<file path="config.mk">
export PLATFORM = sky130hd
export DESIGN_NAME = mul_frame_ctrl
export DESIGN_NICKNAME = d
export VERILOG_FILES = /design/src/rtl/mul_frame_pkg.sv /design/src/rtl/mul_frame_ctrl_timer.sv /design/src/rtl/mul_frame_ctrl.sv
export SDC_FILE = /design/constraint.sdc
export NUM_CORES = 1
export LEC_CHECK = 0
export CAP_MARGIN = 20
export CORE_ASPECT_RATIO = 0.6
export CORE_MARGIN = 1.5
export CORE_UTILIZATION = 57
export CTS_BUF_LIST = sky130_fd_sc_hd__clkbuf_4
export DETAILED_ROUTE_END_ITERATION = 8
export PLACE_DENSITY = 0.87
export SETUP_SLACK_MARGIN = 0.3
export SLEW_MARGIN = 20
export SYNTH_ARGS = -nofsm -noshare
export SYNTH_HDL_FRONTEND = slang
export SYNTH_SLANG_ARGS = --single-unit
</file>
<file path="constraint.sdc">
create_clock -name clk -period 3 [get_ports clk]
set_clock_uncertainty 0.2 [all_clocks]
set_input_delay 0.6 -clock clk [delete_from_list [all_inputs] [get_ports clk]]
set_output_delay 0.6 -clock clk [all_outputs]
set_load 0.05 [all_outputs]
</file>
<file path="src/rtl/mul_frame_pkg.sv">
// Shared types and constants for the UART multiplier frame sequencer.
// Optional checksum byte: define MUL_FRAME_CTRL_CHK_EN.
package mul_frame_pkg;

  // Handshake: a transfer happens on a rising edge where stb && rdy.
  // The source holds stb and dat stable until the transfer occurs.
  // A sink may raise or drop rdy freely; rdy never waits on stb.

  localparam int FREQ        = 12_000_000;
  localparam int TIMEOUT_DEF = FREQ / 100;

  localparam logic [2:0] S_IDLE     = 3'd0;
  localparam logic [2:0] S_WAIT_B   = 3'd1;
  localparam logic [2:0] S_ISSUE    = 3'd2;
  localparam logic [2:0] S_RESULT   = 3'd3;
  localparam logic [2:0] S_SEND_HI  = 3'd4;
  localparam logic [2:0] S_SEND_LO  = 3'd5;
  localparam logic [2:0] S_SEND_CHK = 3'd6;

  typedef enum logic [2:0] {
    ST_IDLE    = S_IDLE,
    ST_WAIT_B  = S_WAIT_B,
    ST_ISSUE   = S_ISSUE,
    ST_RESULT  = S_RESULT,
    ST_SEND_HI = S_SEND_HI,
    ST_SEND_LO = S_SEND_LO
`ifdef MUL_FRAME_CTRL_CHK_EN
    ,
    ST_SEND_CHK = S_SEND_CHK
`endif
  } state_t;

endpackage

</file>
<file path="src/rtl/mul_frame_ctrl_timer.sv">
// frame_timer: clear/enable counter that saturates at TIMEOUT.
// TIMEOUT of 0 keeps the expiry flag permanently low.
module frame_timer
  import mul_frame_pkg::*;
#(
  parameter int TIMEOUT = TIMEOUT_DEF
) (
  input  logic clk,
  input  logic rst,
  input  logic i_clr,
  input  logic i_en,
  output logic o_expired
);

  localparam int TW =
    (TIMEOUT > 0) ? $clog2(TIMEOUT + 1) : 1;
  localparam logic [TW-1:0] LIM = TW'(TIMEOUT);

  logic [TW-1:0] r_cnt;

  always_ff @(posedge clk or negedge rst) begin
    if (!rst) begin
      r_cnt <= '0;
    end else if (i_clr) begin
      r_cnt <= '0;
    end else if (i_en && r_cnt != LIM) begin
      r_cnt <= r_cnt + 1'b1;
    end
  end

  assign o_expired = (TIMEOUT != 0) && (r_cnt == LIM);

endmodule

</file>
<file path="src/rtl/mul_frame_ctrl.sv">
// mul_frame_ctrl: pairs RX bytes into an operand, issues it, then
// serialises the product high byte first (MUL_FRAME_CTRL_CHK_EN adds XOR).
module mul_frame_ctrl
  import mul_frame_pkg::*;
#(
  parameter int W       = 8,
  parameter int TIMEOUT = TIMEOUT_DEF
) (
  input  logic           clk,
  input  logic           rst,
  input  logic           s_stb,
  input  logic [W-1:0]   s_dat,
  output logic           s_rdy,
  input  logic           s_err,
  output logic           c_stb,
  output logic [2*W-1:0] c_dat,
  input  logic           c_rdy,
  input  logic           r_stb,
  input  logic [2*W-1:0] r_dat,
  output logic           r_rdy,
  output logic           t_stb,
  output logic [W-1:0]   t_dat,
  input  logic           t_rdy,
  output logic           busy,
  output logic           drop
);

  state_t       r_state;
  logic [W-1:0] r_a;
  logic [W-1:0] r_lo;
`ifdef MUL_FRAME_CTRL_CHK_EN
  logic [W-1:0] r_chk;
`endif
  logic         w_expired;
  logic         w_tclr;
  logic         w_ten;

  // Timer is held at zero outside WAIT_B, so it starts fresh per frame.
  assign w_tclr = (r_state != ST_WAIT_B);
  assign w_ten  = (r_state == ST_WAIT_B);

  frame_timer #(
    .TIMEOUT(TIMEOUT)
  ) u_timer (
    .clk      (clk),
    .rst      (rst),
    .i_clr    (w_tclr),
    .i_en     (w_ten),
    .o_expired(w_expired)
  );

  always_ff @(posedge clk or negedge rst) begin
    if (!rst) begin
      r_state <= ST_IDLE;
      r_a     <= '0;
      r_lo    <= '0;
`ifdef MUL_FRAME_CTRL_CHK_EN
      r_chk   <= '0;
`endif
      s_rdy   <= 1'b1;
      c_stb   <= 1'b0;
      c_dat   <= '0;
      r_rdy   <= 1'b0;
      t_stb   <= 1'b0;
      t_dat   <= '0;
      busy    <= 1'b0;
      drop    <= 1'b0;
    end else begin
      drop <= 1'b0;
      case (r_state)
        ST_IDLE: begin
          if (s_stb && !s_err) begin
            r_a     <= s_dat;
            busy    <= 1'b1;
            r_state <= ST_WAIT_B;
          end
        end
        ST_WAIT_B: begin
          if (s_err) begin
            drop    <= 1'b1;
            busy    <= 1'b0;
            r_state <= ST_IDLE;
          end else if (s_stb) begin
            c_dat   <= {r_a, s_dat};
            c_stb   <= 1'b1;
            s_rdy   <= 1'b0;
            r_state <= ST_ISSUE;
          end else if (w_expired) begin
            drop    <= 1'b1;
            busy    <= 1'b0;
            r_state <= ST_IDLE;
          end
        end
        ST_ISSUE: begin
          if (c_rdy) begin
            c_stb   <= 1'b0;
            r_rdy   <= 1'b1;
            r_state <= ST_RESULT;
          end
        end
        ST_RESULT: begin
          if (r_stb) begin
            r_lo    <= r_dat[W-1:0];
`ifdef MUL_FRAME_CTRL_CHK_EN
            r_chk   <= r_dat[2*W-1:W] ^ r_dat[W-1:0];
`endif
            r_rdy   <= 1'b0;
            t_stb   <= 1'b1;
            t_dat   <= r_dat[2*W-1:W];
            r_state <= ST_SEND_HI;
          end
        end
        ST_SEND_HI: begin
          if (t_rdy) begin
            t_dat   <= r_lo;
            r_state <= ST_SEND_LO;
          end
        end
        ST_SEND_LO: begin
          if (t_rdy) begin
`ifdef MUL_FRAME_CTRL_CHK_EN
            t_dat   <= r_chk;
            r_state <= ST_SEND_CHK;
`else
            t_stb   <= 1'b0;
            s_rdy   <= 1'b1;
            busy    <= 1'b0;
            r_state <= ST_IDLE;
`endif
          end
        end
`ifdef MUL_FRAME_CTRL_CHK_EN
        ST_SEND_CHK: begin
          if (t_rdy) begin
            t_stb   <= 1'b0;
            s_rdy   <= 1'b1;
            busy    <= 1'b0;
            r_state <= ST_IDLE;
          end
        end
`endif
        default: begin
          c_stb   <= 1'b0;
          r_rdy   <= 1'b0;
          t_stb   <= 1'b0;
          s_rdy   <= 1'b1;
          busy    <= 1'b0;
          r_state <= ST_IDLE;
        end
      endcase
    end
  end

endmodule

</file>
==> flow_metrics.tcl, run 1 <==
set metrics [dict create \
    design_area_um2 3774 \
    clock-sinks 66 \
    fmax_mhz 389.5 \
    vias_per_cell 5.433 \
    post_cts_buffers 0 \
    cp.depth 1 \
    layout_common_cells "dfrtp_1 (65), clkdlybuf4s50_1 (59), nor2_1 (25)" \
    rsz0062_at_grt "no" \
    outcome "finished, final reports clean" \
    worst_slew_pin_slew_ns 0.8529 \
    grt_pass1_wl_mm 10.02 \
    placementRows 20 \
    seq_power_share_pct 36.7 \
    crit_required_ns 2.20 \
    fp.dieH_um 58.97 \
    ff2ff_path_depth 3 \
    powerDensity_nw_per_um2 1050 \
    synth_area_um2 2975 \
    peakVddDrop_mv 0.4688 \
    final_common_cell "dfrtp_1" \
    routedWlPerCell_um 15.35 \
    n_antenna_cell 0 \
    ctsResizeCount 0 \
    clk_pin_slew_worst_paths_ns 0.11 \
    critPathKind "reg -> out" \
    tns_ns 0 \
    drt_pass1_iterations 4 \
    pwr-share-clk_pct 16.7 \
    grt_pass1_vias 2082 \
    cts_max_path_buffers 2 \
    grt_max_degree 67 \
    pwr-share-comb_pct 46.6 \
    path_delay_family "buffers and inverters" \
    syn_inst 253 \
    cts_tree "built" \
    htree_levels 3 \
    fin_crit_sh_pct 85.57 \
    synth-seq-cells 66 \
    syn-num-nets 286 \
    final_max_slew_viol_count 0 \
    ios 61 \
    max_stage_delay_ns 0.81 \
    antenna_found_initial 0 \
    synth_cell_types 43 \
    chipWidth_um 96.28 \
    yosys_warnings 0 \
    utilization_pct 74.65 \
    setup_viol 0 \
    drt-initial-drc-count 84 \
    drt-total-wl_mm 5.954 \
    core-area_um2 5055 \
    vias 2108 \
    root_buffer "clkbuf_4" \
    route.detailed.drc 0 \
    gr-usage-all-layers_pct 24.13 \
    fill_cells 346 \
    arrival_ns 1.77 \
    hold_path.class "in -> async" \
    p_sw_share_pct 42.01 \
    timing.hold.ws_ns 0.1426 \
    post_synth.cell_area_avg_um2 11.76 \
    p_switching_w 0.001664 \
    start_util_pct 58.86 \
    hpwl_mm 4.087 \
    worstPathCellList "clkdlybuf4s50_1" \
    path_max_fanout 3 \
    hold_viol 0 \
    leakage_nw 1.627 \
    yosysSeqAreaShare_pct 55.55 \
    cp_slowest_cell "clkdlybuf4s50_1" \
    path_buf_inv 1 \
    numPortBuffers 60 \
    numCtsBuffers 9 \
    die_area_um2 5677 \
    insertion_delay_ns 0.41 \
    layout_min_cycle_time_ns 2.567 \
    drv.max_cap_violation_count 0 \
    regToRegSetupSlack_ns 0.60 \
    nets 350 \
    startpoint_type "flip-flop" \
    syn_to_final_growth_pct 26.83 \
    end_kind "output port" \
    grt_overflow_total 0 \
    p_int_w 0.002298 \
    hold_buffers 0 \
    gp_congestion 0.7813 \
    timing.slew.headroom_pct 43.14 \
    post_dp_cell_area_um2 3613 \
    postRouteAntennaNets 0 \
    drive_gt1_share_pct 15.53 \
]
-- final timing paths --
path | end | start
max | s_rdy | s_rdy
min | c_dat[7] | rst
max reg2reg | c_dat[15] | r_state[0]
min reg2reg | s_rdy | s_rdy
max in group asynchronous | t_dat[1] | rst
min in group clk | s_rdy | s_rdy
-- sequential cells by signal, summed over array words and instances, names as in the netlist --
signal / count
r_lo: 8
s_rdy: 1
t_stb: 1
c_dat: 16
c_stb: 1
r_state: 3
t_dat: 8
drop: 1
r_rdy: 1
r_a: 8
busy: 1
u_timer.r_cnt: 17
-- synthesized netlist by cell type, drive strengths merged --
cell	instances	share of area [%]
inv	7	0.88
a2bb2oi	1	0.29
nand2	21	2.6
nor3	4	0.67
ha	2	0.84
or3	1	0.21
o221ai	1	0.29
nor4	2	0.42
or2	1	0.21
o22a	1	0.29
xor2	9	2.6
nand3b	1	0.25
xnor2	4	1.2
nand2b	4	0.84
and3	1	0.21
o22ai	1	0.21
nor4b	3	0.88
nand4	4	1.1
o2bb2ai	2	0.59
dfrtp	65	55
mux2i	8	2.7
nor2	25	3.2
and2	1	0.21
and4	2	0.59
or3b	1	0.29
nand3	8	1.3
a21oi	10	1.7
dfstp	1	0.88
nor3b	1	0.25
mux2	33	14
a22oi	1	0.25
clkbuf	2	0.25
buf	9	2.1
a21boi	1	0.38
o21ai	13	2.2
nor4bb	2	0.67
-- cell type report --
class                           count  area [um2]  area share (%)
Inverter                            7       26.28          0.6963
Timing Repair Buffer               64       625.6           16.58
Tap cell                           66       82.58           2.188
Clock buffer                        9       67.56           1.790
Multi-Input combinational cell    169        1226           32.49
Clock inverter                      7       92.59           2.454
Sequential cell                    66        1653           43.80
-- power groups by stage --
stage,Clock (W),Sequential (W),Combinational (W)
floorplan,0,0.00202,0.000715
global placement,0,0.00144,0.00181
detailed placement,0,0.00147,0.00185
CTS,0.000676,0.00145,0.00186
global route,0.000711,0.00150,0.00198
finish,0.000663,0.00145,0.00185
-- stage by stage --
| step | instances | power, W | setup WS (ns) |
|---|---|---|---|
| 2_1_floorplan | 253 | 0.002736 | 1.011 |
| 3_3_place_gp | 372 | 0.003249 | 0.3127 |
| 3_5_place_dp | 372 | 0.003312 | 0.2444 |
| 4_1_cts | 388 | 0.003989 | 0.4057 |
| 5_1_grt | 388 | 0.004185 | 0.3821 |
| 6_report | 388 | 0.003962 | 0.4328 |
-- layer usage --
| metal | track usage, % | wire length, um |
|---|---|---|
| met5 | 0 | 0 |
| met4 | 9.454 | 98 |
| met3 | 6.718 | 287 |
| met2 | 36.32 | 2745 |
| met1 | 33.53 | 2822 |
-- cell families after synthesis --
| family | synth area share, % |
|---|---|
| compound gates | 6.182 |
| xor+xnor | 3.827 |
| fa+ha+maj | 0.8409 |
| buf+inv | 3.238 |
| flops | 55.55 |
| mux | 16.44 |
| simple gates | 13.92 |
Power figures use the tool's default switching activity.
==> inputs of run 2 (changes only) <==
--- a/config.mk
+++ b/config.mk
@@ -5,6 +5,7 @@
 export SDC_FILE = /design/constraint.sdc
 export NUM_CORES = 1
 export LEC_CHECK = 0
+export ABC_CLOCK_PERIOD_IN_PS = 3000
 export CAP_MARGIN = 20
 export CORE_ASPECT_RATIO = 0.6
 export CORE_MARGIN = 1.5
@@ -13,6 +14,7 @@
 export DETAILED_ROUTE_END_ITERATION = 8
 export PLACE_DENSITY = 0.87
 export SETUP_SLACK_MARGIN = 0.3
+export SKIP_CTS_REPAIR_TIMING = 1
 export SLEW_MARGIN = 20
 export SYNTH_ARGS = -nofsm -noshare
 export SYNTH_HDL_FRONTEND = slang
==> results of run 2 <==
Same layout as run 1: the final DEF is identical, and so are final timing and power.
==> inputs of run 3 (changes only) <==
--- a/config.mk
+++ b/config.mk
@@ -8,7 +8,6 @@
 export ABC_CLOCK_PERIOD_IN_PS = 3000
 export CAP_MARGIN = 20
 export CORE_ASPECT_RATIO = 0.6
-export CORE_MARGIN = 1.5
 export CORE_UTILIZATION = 57
 export CTS_BUF_LIST = sky130_fd_sc_hd__clkbuf_4
 export DETAILED_ROUTE_END_ITERATION = 8
==> run 3 against run 2 <==
Effect of this change: final area grew 0.60%; global-route usage grew 0.65 points; final cell count is the same; first-iteration DRC count grew 99%; core utilization grew 4.8 points; wire length grew 3.5%; register-to-register slack lost 0.12 ns; sequential share of layout area shrank 0.26 points; maximum frequency is essentially flat; critical path type unchanged.
==> flow_metrics.tcl, run 3 (same netlist as run 1, synthesis figures left out) <==
set metrics [dict create \
    n_antenna_cell 0 \
    vias 2108 \
    hold_path.class "reg -> reg" \
    pwr-share-clk_pct 16.9 \
    grt_pass1_vias 2067 \
    fp.dieH_um 57.97 \
    p_int_w 0.002329 \
    layout_common_cells "dfrtp_1 (65), clkdlybuf4s50_1 (59), nor2_1 (25)" \
    pwr-share-comb_pct 47.4 \
    root_buffer "clkbuf_4" \
    seq_power_share_pct 35.7 \
    end_kind "output port" \
    layout_min_cycle_time_ns 2.567 \
    top_layer "met4" \
    holdPathStages 2 \
    worstPathCellList "clkdlybuf4s50_1" \
    startpoint_type "flip-flop" \
    regToRegSetupSlack_ns 0.48 \
    p_switching_w 0.001659 \
    core-area_um2 4778 \
    drt_pass1_iterations 4 \
    ios 61 \
    antenna_found_initial 0 \
    numCtsBuffers 9 \
    dr_wl_met3_um 383 \
    grt_pass1_wl_mm 10.06 \
    insertion_delay_ns 0.41 \
    min_to "s_rdy" \
    route.detailed.drc 0 \
    syn_to_final_growth_pct 27.59 \
    start_util_pct 62.27 \
    regMostFlops "u_timer.r_cnt" \
    hpwl_mm 4.458 \
    drt-total-wl_mm 6.163 \
    max_stage_delay_ns 0.80 \
    fmax_mhz 389.6 \
    gp_congestion 0.8488 \
    nets 353 \
    drt-initial-drc-count 167 \
    powerDensity_nw_per_um2 1050 \
    gr-usage-all-layers_pct 24.78 \
    worst_slew_pin_slew_ns 0.8949 \
    p_sw_share_pct 41.61 \
    path_delay_family "buffers and inverters" \
    routedWlPerCell_um 15.88 \
    htree_levels 3 \
    arrival_ns 1.77 \
    final_max_slew_viol_count 0 \
    rsz0062_at_grt "no" \
    path_max_fanout 3 \
    largest_register_ffs 17 \
    cts_max_path_buffers 2 \
    chipWidth_um 95.28 \
    dr_wl_met2_mm 2.621 \
    outcome "finished, final reports clean" \
    numPortBuffers 60 \
    setup_viol 0 \
    grt_max_degree 27 \
    path_buf_inv 1 \
    drv.max_cap_violation_count 0 \
    crit_required_ns 2.20 \
    clock-sinks 66 \
    largest_registers "u_timer.r_cnt x17, c_dat x16" \
    hold_start "s_rdy" \
    ff2ff_path_depth 3 \
    met1_length_mm 3.061 \
    die_area_um2 5523 \
    leakage_nw 1.652 \
    timing.slew.headroom_pct 40.34 \
    drive_gt1_share_pct 16.31 \
    cp_slowest_cell "clkdlybuf4s50_1" \
    peakVddDrop_mv 0.6273 \
    clk_pin_slew_worst_paths_ns 0.10 \
    tns_ns 0 \
    critPathKind "reg -> out" \
    cts_tree "built" \
    hold_viol 0 \
    fin_crit_sh_pct 85.56 \
    total_power_w 0.003988 \
    final_common_cell "dfrtp_1" \
    grt_overflow_total 0 \
    postRouteAntennaNets 0 \
    placementRows 19 \
    crit_path_start "s_rdy" \
    worstReg2RegStart "r_state[2]" \
    rr_endpoint "c_dat[15]" \
    vias_per_cell 5.433 \
]
## run 3: cell types whose count changed in the layout (fill, tap and decap cells not counted), sizes merged
cell	delta
clkbuf	+2
inv	-1
clkinvlp	-2
buf	+2
clkinv	+1
dlygate4sd3	+1
## run 3: area by class of cell
| type | count | area [um2] |
|---|---|---|
| tap | 63 | 78.83 |
| inverter | 7 | 26.28 |
| clock buffer | 11 | 82.58 |
| clock inverter | 5 | 78.83 |
| multi-input combinational | 169 | 1226 |
| sequential | 66 | 1653 |
| fill | 306 | 982.2 |
| timing repair buffer | 67 | 650.6 |
## run 3: how the worst max path moves through the flow
stage,end,slack (ns),cells after the start
floorplan,r_state[0],1.01,7
global placement,c_dat[0],0.32,4
detailed placement,c_dat[15],0.25,4
CTS,s_rdy,0.41,1
global route,s_rdy,0.39,1
finish,s_rdy,0.43,1
## run 3: through the flow
| step | hold slack [ns] | instance area [um2] | util, % | instances | worst slack (ns) |
|---|---|---|---|---|---|
| 5_1_grt | 0.3163 | 3796 | 79.44 | 388 | 0.3899 |
| 3_3_place_gp | 0.2562 | 3625 | 75.86 | 371 | 0.3233 |
| 4_1_cts | -0.09828 | 3786 | 79.24 | 387 | 0.4150 |
| 6_report | 0.2873 | 3796 | 79.44 | 388 | 0.4331 |
| 3_5_place_dp | 0.2718 | 3625 | 75.86 | 371 | 0.2540 |
| 2_1_floorplan | 0.1044 | 2975 | - | 253 | 1.011 |
## run 3: per-layer routing
layer  GRT usage [%]  vias to the layer above
met4           7.576                        0
li1                -                     1021
met1           37.27                     1004
met3           7.874                       10
met2           34.29                       73
met5               0                        -
## run 3: power groups by stage
stage | registers, W | clock network (W) | logic (W)
CTS | 0.00142 | 0.000684 | 0.00190
floorplan | 0.00202 | 0 | 0.000715
detailed placement | 0.00144 | 0 | 0.00189
global route | 0.00146 | 0.000721 | 0.00202
finish | 0.00142 | 0.000673 | 0.00189
global placement | 0.00142 | 0 | 0.00185
==> RTL change (settings of run 2) <==
Make the reset (`rst`) synchronous in 2 clocked blocks.
--- a/src/rtl/mul_frame_ctrl_timer.sv
+++ b/src/rtl/mul_frame_ctrl_timer.sv
@@ -20,3 +20,3 @@
 
-  always_ff @(posedge clk or negedge rst) begin
+  always_ff @(posedge clk) begin
     if (!rst) begin
--- a/src/rtl/mul_frame_ctrl.sv
+++ b/src/rtl/mul_frame_ctrl.sv
@@ -51,3 +51,3 @@
 
-  always_ff @(posedge clk or negedge rst) begin
+  always_ff @(posedge clk) begin
     if (!rst) begin
Function: differs if rst is asserted again (counterexample within 4 cycles, from zero or initial values and one cycle with rst low); with rst held inactive, the same outputs for 10 cycles.
==> RTL change against run 2 <==
Sequential share of layout area fell by 7.8 points. Setup slack improved by 0.14 ns. Final area down 2.6%. Sequential cell count unchanged. Routed wire length up 17%. First-iteration DRC count rose by 75%. Area after synthesis fell by 3.4%. Critical path type unchanged. Highest routed layer unchanged.
Power is not compared: it rests on default switching activity, and its combinational part moved more than twofold at a synthesized area within 25%.
==> RTL change: results (changes against run 2) <==
status: "finished clean"
ys.flop_type: "dfxtp_1"
yosys-top-cells-count: "nand2_1, dfxtp_1, a21boi_0, nor2_1"
synth_xor_area_share_pct: 3.962  # +0.13 points
buffers_excl_clock: 68  # +6.3%
grt_pass1_vias: 2468  # +19%
grt_usage_pct: 28.22  # +4.1 points
synthTopCellsByArea: "dfxtp_1, nand2_1, a21boi_0"
synth-adder-area-share_pct: 0.8707  # +0.030 points
first_iter_violations: 147  # +75%
drive_above_1_share_pct: 5.897  # -9.6 points
reg2reg_slack_ns: 0.77  # +0.17 ns
slowest_delay_ns: 0.83  # +0.02 ns
register_area_um2: 1321  # -20%
worstMarginPinSlew_ns: 0.7076  # -0.1453 ns
multi_input_area_share_pct: 39.56  # +7.1 points
wire_per_inst_um: 14.77  # -3.8%
design.seq.count: 66  # unchanged
synth_mux_area_share_pct: 3.483  # -13 points
r2r-end: "u_timer.r_cnt[16]"
bufAreaShareNonClock_pct: 17.98  # +1.4 points
grt_max_degree: 39  # -42%
syn_area_per_cell_um2: 8.453  # -28%
grt_pass1_wl_mm: 11.79  # +18%
place_hpwl_mm: 5.111  # +25%
layout.nets: 436  # +25%
r2r-start: "r_state[0]"
vias: 2571  # +22%
final-clk-cell-share_pct: 3.439  # -0.81 points
async_reset_ff_share_pct: 0  # -100 points
rr_worst_depth: 5  # +2
arrival_ns: 1.63  # -0.14 ns
multi_input_cells: 249  # +47%
clock_latency_ns: 0.39  # -0.02 ns
synth_compound_area_share_pct: 15.54  # +9.4 points
critical_path.endpoint: "c_stb"
synth.yosys.seq_area_share_pct: 45.97  # -9.6 points
==> RTL change: worst min-delay path, cell delays in order, from the launching register on <==
cell	delay (ns)
dfxtp_1	0.32
nand2_1	0.05
a21boi_1	0.05
==> RTL change: through the flow <==
stage / setup slack, ns / area, um^2 / hold WS, ns / utilization [%]
after floorplan: 0.7576 / 2874 / 0.2310 / -
after detailed placement: 0.4698 / 3548 / 0.2448 / 75.39
after global routing: 0.5111 / 3675 / 0.2868 / 78.07
after CTS: 0.5569 / 3675 / 0.2602 / 78.07
after global placement: 0.5184 / 3548 / 0.2342 / 75.39
final: 0.5721 / 3675 / 0.2598 / 78.07
==> RTL change: routing by layer <==
layer,track usage (%),part of all wire (%)
met5,0,0
met4,5.544,0.88
met3,8.924,8.3
met2,42.55,42
met1,40.05,48
==> RTL change: power breakdown <==
group          internal (mW)  total [mW]  switching [mW]
Combinational          0.122       0.308           0.186
Clock                  0.244       0.552           0.308
Sequential             0.908       0.945          0.0368
Total                   1.27        1.80           0.531
